**src/rtl/slot_pkg.sv**
```systemverilog
// Shared types, defaults and combination helpers for the reel spin controller.
package slot_pkg;

    localparam int unsigned SYMW_DEF  = 3;
    localparam int unsigned NSYM_DEF  = 6;
    localparam int unsigned SYMW_MAX  = 8;
    localparam int unsigned MAXREELS  = 8;

    typedef enum logic [1:0] {
        IDLE = 2'd0,
        SPIN = 2'd1,
        EVAL = 2'd2
    } ctrl_state_t;

    typedef struct packed {
        logic win;
        logic jackpot;
    } match_t;

    // Out-of-range RNG values collapse onto the highest legal symbol.
    function automatic logic [SYMW_MAX-1:0] clamp_sym(input logic [SYMW_MAX-1:0] v,
                                                      input int unsigned         nsym);
        if (32'(v) < nsym) begin
            return v;
        end
        return SYMW_MAX'(nsym - 1);
    endfunction

    // Any equal pair is a win; all reels equal to reel 0 is a jackpot.
    function automatic match_t eval_match(input logic [MAXREELS*SYMW_MAX-1:0] r,
                                          input int unsigned                  n);
        match_t m;
        m.win     = 1'b0;
        m.jackpot = 1'b1;
        for (int unsigned i = 0; i < MAXREELS; i++) begin
            for (int unsigned j = 0; j < MAXREELS; j++) begin
                if (i < j && j < n &&
                    r[i*SYMW_MAX +: SYMW_MAX] == r[j*SYMW_MAX +: SYMW_MAX]) begin
                    m.win = 1'b1;
                end
            end
        end
        for (int unsigned i = 1; i < MAXREELS; i++) begin
            if (i < n && r[i*SYMW_MAX +: SYMW_MAX] != r[SYMW_MAX-1:0]) begin
                m.jackpot = 1'b0;
            end
        end
        return m;
    endfunction

endpackage

```
**src/rtl/reel_slot.sv**
```systemverilog
// One reel: follows the clamped RNG symbol while spinning, freezes on its stop strobe.
module reel_slot #(
    parameter int unsigned SYMW = 3
) (
    input  logic            clk_i,
    input  logic            rst_i,
    input  logic            clear_i,
    input  logic            run_i,
    input  logic            stop_i,
    input  logic [SYMW-1:0] sym_i,
    output logic [SYMW-1:0] sym_o,
    output logic            stopped_o
);

    logic stopped_q;
    logic stopped_d;
    logic load_c;

    // The stopping edge itself still loads, so the frozen value is the one sampled there.
    assign load_c = run_i && !stopped_q;

    vDFFRL #(.n(SYMW)) u_sym (
        .clk  (clk_i),
        .rst  (rst_i),
        .load (load_c),
        .d_i  (sym_i),
        .q_o  (sym_o)
    );

    // Stopped flag is cleared when a new spin is accepted.
    always_comb begin
        stopped_d = stopped_q;
        if (clear_i) begin
            stopped_d = 1'b0;
        end else if (stop_i) begin
            stopped_d = 1'b1;
        end
    end

    // Stopped flag register.
    always_ff @(posedge clk_i) begin
        if (rst_i) begin
            stopped_q <= 1'b0;
        end else begin
            stopped_q <= stopped_d;
        end
    end

    assign stopped_o = stopped_q;

endmodule

```
**src/rtl/vDFFRL.sv**
```systemverilog
// Load-enabled register with synchronous active-high reset.
module vDFFRL #(
    parameter int unsigned n = 1
) (
    input  logic         clk,
    input  logic         rst,
    input  logic         load,
    input  logic [n-1:0] d_i,
    output logic [n-1:0] q_o
);

    // Clear on reset, otherwise capture on load.
    always_ff @(posedge clk) begin
        if (rst) begin
            q_o <= '0;
        end else if (load) begin
            q_o <= d_i;
        end
    end

endmodule

```
**src/rtl/reel_spin_controller.sv**
```systemverilog
// Spin sequencer: runs the reels, stops them at a fixed cadence, then scores the result.
module reel_spin_controller
    import slot_pkg::*;
#(
    parameter int unsigned NREELS     = 3,
    parameter int unsigned SYMW       = SYMW_DEF,
    parameter int unsigned NSYM       = NSYM_DEF,
    parameter int unsigned STOP_DELAY = 8,
    parameter int unsigned CNTW       = 8
) (
    input  logic                   clk,
    input  logic                   rst,
    input  logic                   spin,
    input  logic [SYMW-1:0]        rng_val,
    output logic                   busy,
    output logic [NREELS-1:0]      reel_stopped,
    output logic [NREELS*SYMW-1:0] reels,
    output logic                   done,
    output logic                   win,
    output logic                   jackpot
);

    localparam int unsigned IDXW = (NREELS > 1) ? $clog2(NREELS) : 1;

    ctrl_state_t state_q, state_d;
    logic [CNTW-1:0] cnt_q, cnt_d;
    logic [IDXW-1:0] idx_q, idx_d;
    logic            busy_q, done_q, win_q, jackpot_q;

    logic            start_c, run_c, stop_c, eval_c;
    logic [SYMW-1:0] sym_c;
    logic [MAXREELS*SYMW_MAX-1:0] pad_c;
    match_t          match_c;

    // State register.
    always_ff @(posedge clk) begin
        if (rst) begin
            state_q <= IDLE;
        end else begin
            state_q <= state_d;
        end
    end

    // Next-state decode.
    always_comb begin
        state_d = state_q;
        case (state_q)
            IDLE: if (spin) state_d = SPIN;
            SPIN: if (stop_c && idx_q == IDXW'(NREELS - 1)) state_d = EVAL;
            EVAL: state_d = IDLE;
            default: state_d = IDLE;
        endcase
    end

    // Control strobes derived from the current state.
    always_comb begin
        start_c = 1'b0;
        run_c   = 1'b0;
        stop_c  = 1'b0;
        eval_c  = 1'b0;
        case (state_q)
            IDLE: start_c = spin;
            SPIN: begin
                run_c  = 1'b1;
                stop_c = (cnt_q == CNTW'(STOP_DELAY - 1));
            end
            EVAL: eval_c = 1'b1;
            default: ;
        endcase
    end

    // Stop-cadence counter and index of the next reel to freeze.
    always_comb begin
        cnt_d = cnt_q;
        idx_d = idx_q;
        if (start_c) begin
            cnt_d = '0;
            idx_d = '0;
        end else if (run_c) begin
            if (stop_c) begin
                cnt_d = '0;
                idx_d = idx_q + 1'b1;
            end else begin
                cnt_d = cnt_q + 1'b1;
            end
        end
    end

    // Counter registers.
    always_ff @(posedge clk) begin
        if (rst) begin
            cnt_q <= '0;
            idx_q <= '0;
        end else begin
            cnt_q <= cnt_d;
            idx_q <= idx_d;
        end
    end

    // Shared clamp of the live RNG value feeding every reel.
    assign sym_c = SYMW'(clamp_sym(SYMW_MAX'(rng_val), NSYM));

    for (genvar i = 0; i < NREELS; i++) begin : g_reel
        reel_slot #(.SYMW(SYMW)) u_reel (
            .clk_i     (clk),
            .rst_i     (rst),
            .clear_i   (start_c),
            .run_i     (run_c),
            .stop_i    (stop_c && idx_q == IDXW'(i)),
            .sym_i     (sym_c),
            .sym_o     (reels[i*SYMW +: SYMW]),
            .stopped_o (reel_stopped[i])
        );
    end

    // Widen the reel bus to the fixed layout the scoring helper expects.
    always_comb begin
        pad_c = '0;
        for (int unsigned i = 0; i < NREELS; i++) begin
            pad_c[i*SYMW_MAX +: SYMW_MAX] = SYMW_MAX'(reels[i*SYMW +: SYMW]);
        end
        match_c = eval_match(pad_c, NREELS);
    end

    // Result, done pulse and busy flag registers.
    always_ff @(posedge clk) begin
        if (rst) begin
            busy_q    <= 1'b0;
            done_q    <= 1'b0;
            win_q     <= 1'b0;
            jackpot_q <= 1'b0;
        end else begin
            busy_q <= (state_d != IDLE);
            done_q <= eval_c;
            if (start_c) begin
                win_q     <= 1'b0;
                jackpot_q <= 1'b0;
            end else if (eval_c) begin
                win_q     <= match_c.win;
                jackpot_q <= match_c.jackpot;
            end
        end
    end

    assign busy    = busy_q;
    assign done    = done_q;
    assign win     = win_q;
    assign jackpot = jackpot_q;

endmodule

```
**config.mk**
```make
export PLATFORM = sky130hd
export DESIGN_NAME = reel_spin_controller
export DESIGN_NICKNAME = d
export VERILOG_FILES = /design/src/rtl/slot_pkg.sv /design/src/rtl/reel_slot.sv /design/src/rtl/vDFFRL.sv /design/src/rtl/reel_spin_controller.sv
export SDC_FILE = /design/constraint.sdc
export NUM_CORES = 1
export LEC_CHECK = 0
export ABC_CLOCK_PERIOD_IN_PS = 1400
export CORE_MARGIN = 10
export CORE_UTILIZATION = 39
export CTS_BUF_LIST = sky130_fd_sc_hd__clkbuf_2 sky130_fd_sc_hd__clkbuf_4 sky130_fd_sc_hd__clkbuf_8
export DETAILED_ROUTE_END_ITERATION = 7
export PLACE_DENSITY = 0.67
export SLEW_MARGIN = 20
export SYNTH_ARGS = -nofsm -noshare
export SYNTH_HDL_FRONTEND = slang
export SYNTH_HIERARCHICAL = 1
export SYNTH_SLANG_ARGS = --single-unit
```
**constraint.sdc**
```tcl
create_clock -name clk -period 1.4 [get_ports clk]
set_input_delay 0.21 -clock clk [delete_from_list [all_inputs] [get_ports clk]]
set_output_delay 0.21 -clock clk [all_outputs]
set_load 0.005 [all_outputs]
```
# Word-level counts from Yosys, hierarchy flattened
# Index checks and enable logic that the tools add are counted.
# totals
wordCells	56
out_inout_bits	16
regBits	28
# classes
n_reduce_logical	14
add_sub_neg	2
n_lt_le_gt_ge	1
mux	16
n_eq_ne	10
# op_table
operator	count
$mux W1	10
$eq A3 B3 Y1	3
$add A8 B1 Y8 const B	1
$eq A8 B3 Y1 const B	1
$mux W8	1
$logic_and A1 B1 Y1	6
$mux W3	2
$ne A3 B3 Y1	2
$eq A2 B1 Y1 const B	2
$eq A2 B2 Y1 const B	2
$logic_not A2 Y1	2
$mux W2	2
$pmux W2 S2	1
$logic_not A1 Y1	3
$lt A3 B3 Y1 const B	1
$add A2 B1 Y2 const B	1
$reduce_and A2 Y1	1
$reduce_bool A2 Y1	1
$reduce_or A2 Y1	1

# Longest topological paths before layout
# depth
ltp_word	6
depth_mapped	7
depth_no_buf	6

# Cells and area by module
# The synthesis kept the hierarchy.
# by_module_without_submodules
module	area_each_um2	n_inst	cells_each
reel_spin_controller	837.1	1	95
vDFFRL	101.3	3	9
reel_slot	40.0	3	4

# Worst setup path before layout
# OpenSTA, ideal clock, no wires.
# synth_timing
kind	reg-to-reg
from	register state_q[1]
to	register cnt_q[7]
path_stages_with_launch	6
n_path_buf	1
setup_time_ns	0.115
t_arrival_ns	1.426
path_slack_ns	-0.140
period_less_slack_ns	1.540
path_cell_list	dfxtp_1 > nor3b_1 > or2_2 > buf_2 > or2_1 > nor2_1
# synth_via
elab_chain_cells	3
word_cells_on_any_way	7
cone_classes	eq/ne: 1; mux: 4; reduce/logical: 2
# synth_rtl
item	line_no	rtl
start, declared	reel_spin_controller.sv:25	ctrl_state_t state_q, state_d;
start signal, assigned	reel_spin_controller.sv:40	state_q <= state_d;
$logic_not A2 Y1	reel_spin_controller.sv:61	case (state_q)
$mux W1	reel_spin_controller.sv:61	
named net start_c	reel_spin_controller.sv:30	logic start_c, run_c, stop_c, eval_c;
$reduce_or A2 Y1 (no line)	-	
end signal, assigned	reel_spin_controller.sv:95	cnt_q <= cnt_d;
end, declared	reel_spin_controller.sv:26	logic [CNTW-1:0] cnt_q, cnt_d;
# The timed path passes the listed nets, and every way through them passes these cells.
# A chain may end at the register's enable or synchronous reset.

# Worst setup path in the final report
# layout_timing
from	register cnt_q[0]
to	register cnt_q[0]
# layout_via
elab_chain_cells	3
word_cells_on_any_way	4
cone_classes	add/sub: 1; eq/ne: 1; mux: 2
# layout_rtl
item	line_no	rtl
parallel branches: the longest is 2 deep, another holds $add A8 B1 Y8	-	
$mux W8 (*)	reel_spin_controller.sv:80	if (stop_c) begin
# Mark *: on every way between the ends.

==> impl_results.md <==
* Top post-synthesis cells by count: 28 x dfxtp_1, 27 x nor2_1, 14 x xor2_1
* Fin Clk Skew at 0.00444 ns
* Mapped Cells at 134
* Largest net degree at the start of global routing at 17
* Sequential Power Share at 51.5%
* PwrDens at 882 nW/um2
* Num CTS Buffers at 3
* Layout Nets at 195
* #FFs+latches synth at 28
* HP Class: flip-flop to flip-flop
* Required @ worst endpoint at 1.67 ns
* Relative slew slack at 80.3%
* Met3 Wirelength at 154 um
* Final hold viol count at 0
* Initial core utilization at 41.0%
* Gr usage total at 10.9%
* Unrepaired setup endpoints after global routing: true
* Syn-to-layout area delta at 45.5%
* H-tree levels at 1
* Chip Width at 76.9 um
* Post-layout min period at 1.51 ns
* Sequential area share after synthesis at 44.4%
* Hold WS at 0.458 ns
* Final Cycle Share at 108%
* Ys flop type: dfxtp_1
* Max rail drop VDD at 0.502 mV
* Worst-path clk slew at 0.15 ns
* Post-synth cell types at 34
* Synth area leaders: dfxtp_1 44%, xor2_1 9.7%, nor2_1 8.0%, mux2i_1 7.9%, ha_1 4.0%
* Final WS setup at -0.109 ns
* Initial DRT Pass Iterations at 4
* Final non-filler cell total at 228
* Layout cells sized above 1 at 35.9%
* Met2 wire length at 1510 um
* ANT cells at 0
* # port buffers at 21
* Wire per inst at 13.6 um
* Routability congestion estimate at 0.797
* P_leak at 0.861 nW
* Root buffer cell: clkbuf_4
* CP arrival at 1.78 ns
* Worst path buffer plus inverter count at 0
* Worst path slowest cell: dfxtp_2
* Startpoint Class: flip-flop
* CP endpoint kind: flip-flop
* Family with the most delay on the worst path: simple AND/OR/NAND/NOR gates
* Pre-CTS setup slack at -0.107 ns
* DP Cell Count at 210
* Hold-fix buffers, CTS at 0
* Post-synth top area share at 44.4%
* Status: finished, violations left
* EDFF count, synth at 0
* FFs w/ async S/R, synth at 0%
* Failing checks: setup timing
* FMAX at 0.663 GHz
* Leading area contributor after synthesis: dfxtp_1
* Via density at 4.68
* DIE AREA at 5910 um2
* ANT nets after route at 0
* Syn_nets at 144
* Detailed Route Iter0 Violations at 46
* Pin slew with the least headroom to its limit at 0.293 ns
* First-pass GRT wire length at 5310 um
* Initial antenna violation count at 0
* Top layer in use: met4
* Cell area after synthesis at 1260 um2
* Via count at 1068
* Met1 wire length at 1390 um
* Die Ht at 76.9 um
* Setup TNS at -0.144 ns
* TritonCTS Sinks at 28
* Avg Inst Size Synth at 9.41 um2
* Core area at 3080 um2
* Top-count cell post-synth: dfxtp_1
* Synth warnings at 6
* Final setup violation count at 2
* Psw at 0.383 mW
* Sw frac at 23.6%
* Worst-path fanout max at 6
* PnR Total Power at 1.62 mW
* TritonCTS clock tree: yes
* Clock Latency Late Sink at 0.33 ns
* Top Ports at 22
* Total gr overflow at 0
* Detailed Place HPWL at 2140 um
* Crit Path Class: flip-flop to flip-flop
* Max Buffers Root-to-Sink at 2
* Int Power at 1.24 mW
* Max Cap Viol at 0
* Vias in the first global route at 1140
* Combinational power share at 15.4%
* Row Count at 20
* DRC Markers at 0
* Clk pwr share at 33.0%
* Total wire length at 3100 um
* Worst path max stage delay at 0.37 ns
* CP cell instances: ha_4, and4b_4, and3b_2, or3_4, a21oi_2
* Slew Viols, Final at 0
[final cells by class]
class / count / area [um2]
sequential: 28 / 592
inverter: 4 / 15.0
tap: 44 / 55.1
clock buffer: 3 / 22.5
clock inverter: 1 / 30.0
timing repair buffer: 49 / 404
multi-input combinational: 99 / 717
fill: 272 / 1240
[tightest hold or removal path, cell delays in order (launching register included)]
cell and delay [ns]:
dfxtp_2 0.35, nand2_1 0.05, a21oi_1 0.05
[metrics by stage]
step | cell area (um2) | util (%)
2_1_floorplan | 1270 | -
4_1_cts | 1800 | 58.5
5_1_grt | 1840 | 59.6
6_report | 1840 | 59.6
3_3_place_gp | 1620 | 52.6
3_5_place_dp | 1620 | 52.6
[what timing repair did]
item	in CTS	in global routing
endpoints found under the hold margin	0	0
setup endpoints to repair	27	19
setup buffers	13	1
pin swaps	0	6
resized for setup	41	7
gates cloned	0	0
[sequential cells by signal, indices dropped and copies added (netlist names)]
register and flops:
g_reel.u_reel/u_sym/q_o 9, cnt_q 8, g_reel.u_reel/stopped_o 3, idx_q 2, state_q 2, busy 1, done 1, jackpot 1
win 1
[placed cells by master, fill, tap and decap left out, types with 5 or more instances in the layout]
cell,count
buf_4,27
clkdlybuf4s50_1,5
dfxtp_1,11
dfxtp_2,13
dlygate4sd2_1,16
mux2i_1,10
nand2_1,6
nor2_1,24
nor2b_1,5
xor2_1,14
[worst paths after layout]
kind,start,to,slack [ns],depth (start not counted)
min reg2reg,jackpot$_SDFFE_PP0P_,jackpot$_SDFFE_PP0P_,0.46,2
max reg2reg,cnt_q[0]$_SDFFE_PP0P_,cnt_q[0]$_SDFFE_PP0P_,-0.11,5
min,jackpot$_SDFFE_PP0P_,jackpot$_SDFFE_PP0P_,0.46,2
max,cnt_q[0]$_SDFFE_PP0P_,cnt_q[0]$_SDFFE_PP0P_,-0.11,5
[power by group through the flow]
stage                     clock [mW]  sequential (mW)  combinational, mW
after floorplan                    0            0.861              0.104
after global placement             0            0.862              0.210
after detailed placement           0            0.863              0.211
after CTS                      0.556            0.832              0.241
after global routing           0.588            0.839              0.275
final                          0.535            0.835              0.250
[metal layers]
| metal | GRT usage (%) | vias to the layer above |
|---|---|---|
| li1 | - | 548 |
| met1 | 12.3 | 493 |
| met2 | 18.0 | 25 |
| met3 | 2.45 | 2 |
| met4 | 6.69 | 0 |
| met5 | 0 | - |
[cell families (layout without fill, tap and decap cells)]
kind of cell,Yosys count,count (layout),share of synthesized area [%]
muxes,10,10,7.94
and+or+nand+nor,64,64,27.0
xor gates and xnor gates,16,16,11.1
AOI/OAI and AO/OA,5,5,2.78
DFF,28,28,44.4
adders and majority gates,4,4,3.97
buffers and inverters,7,57,2.78
No activity file was read; power rests on OpenSTA's default activity.
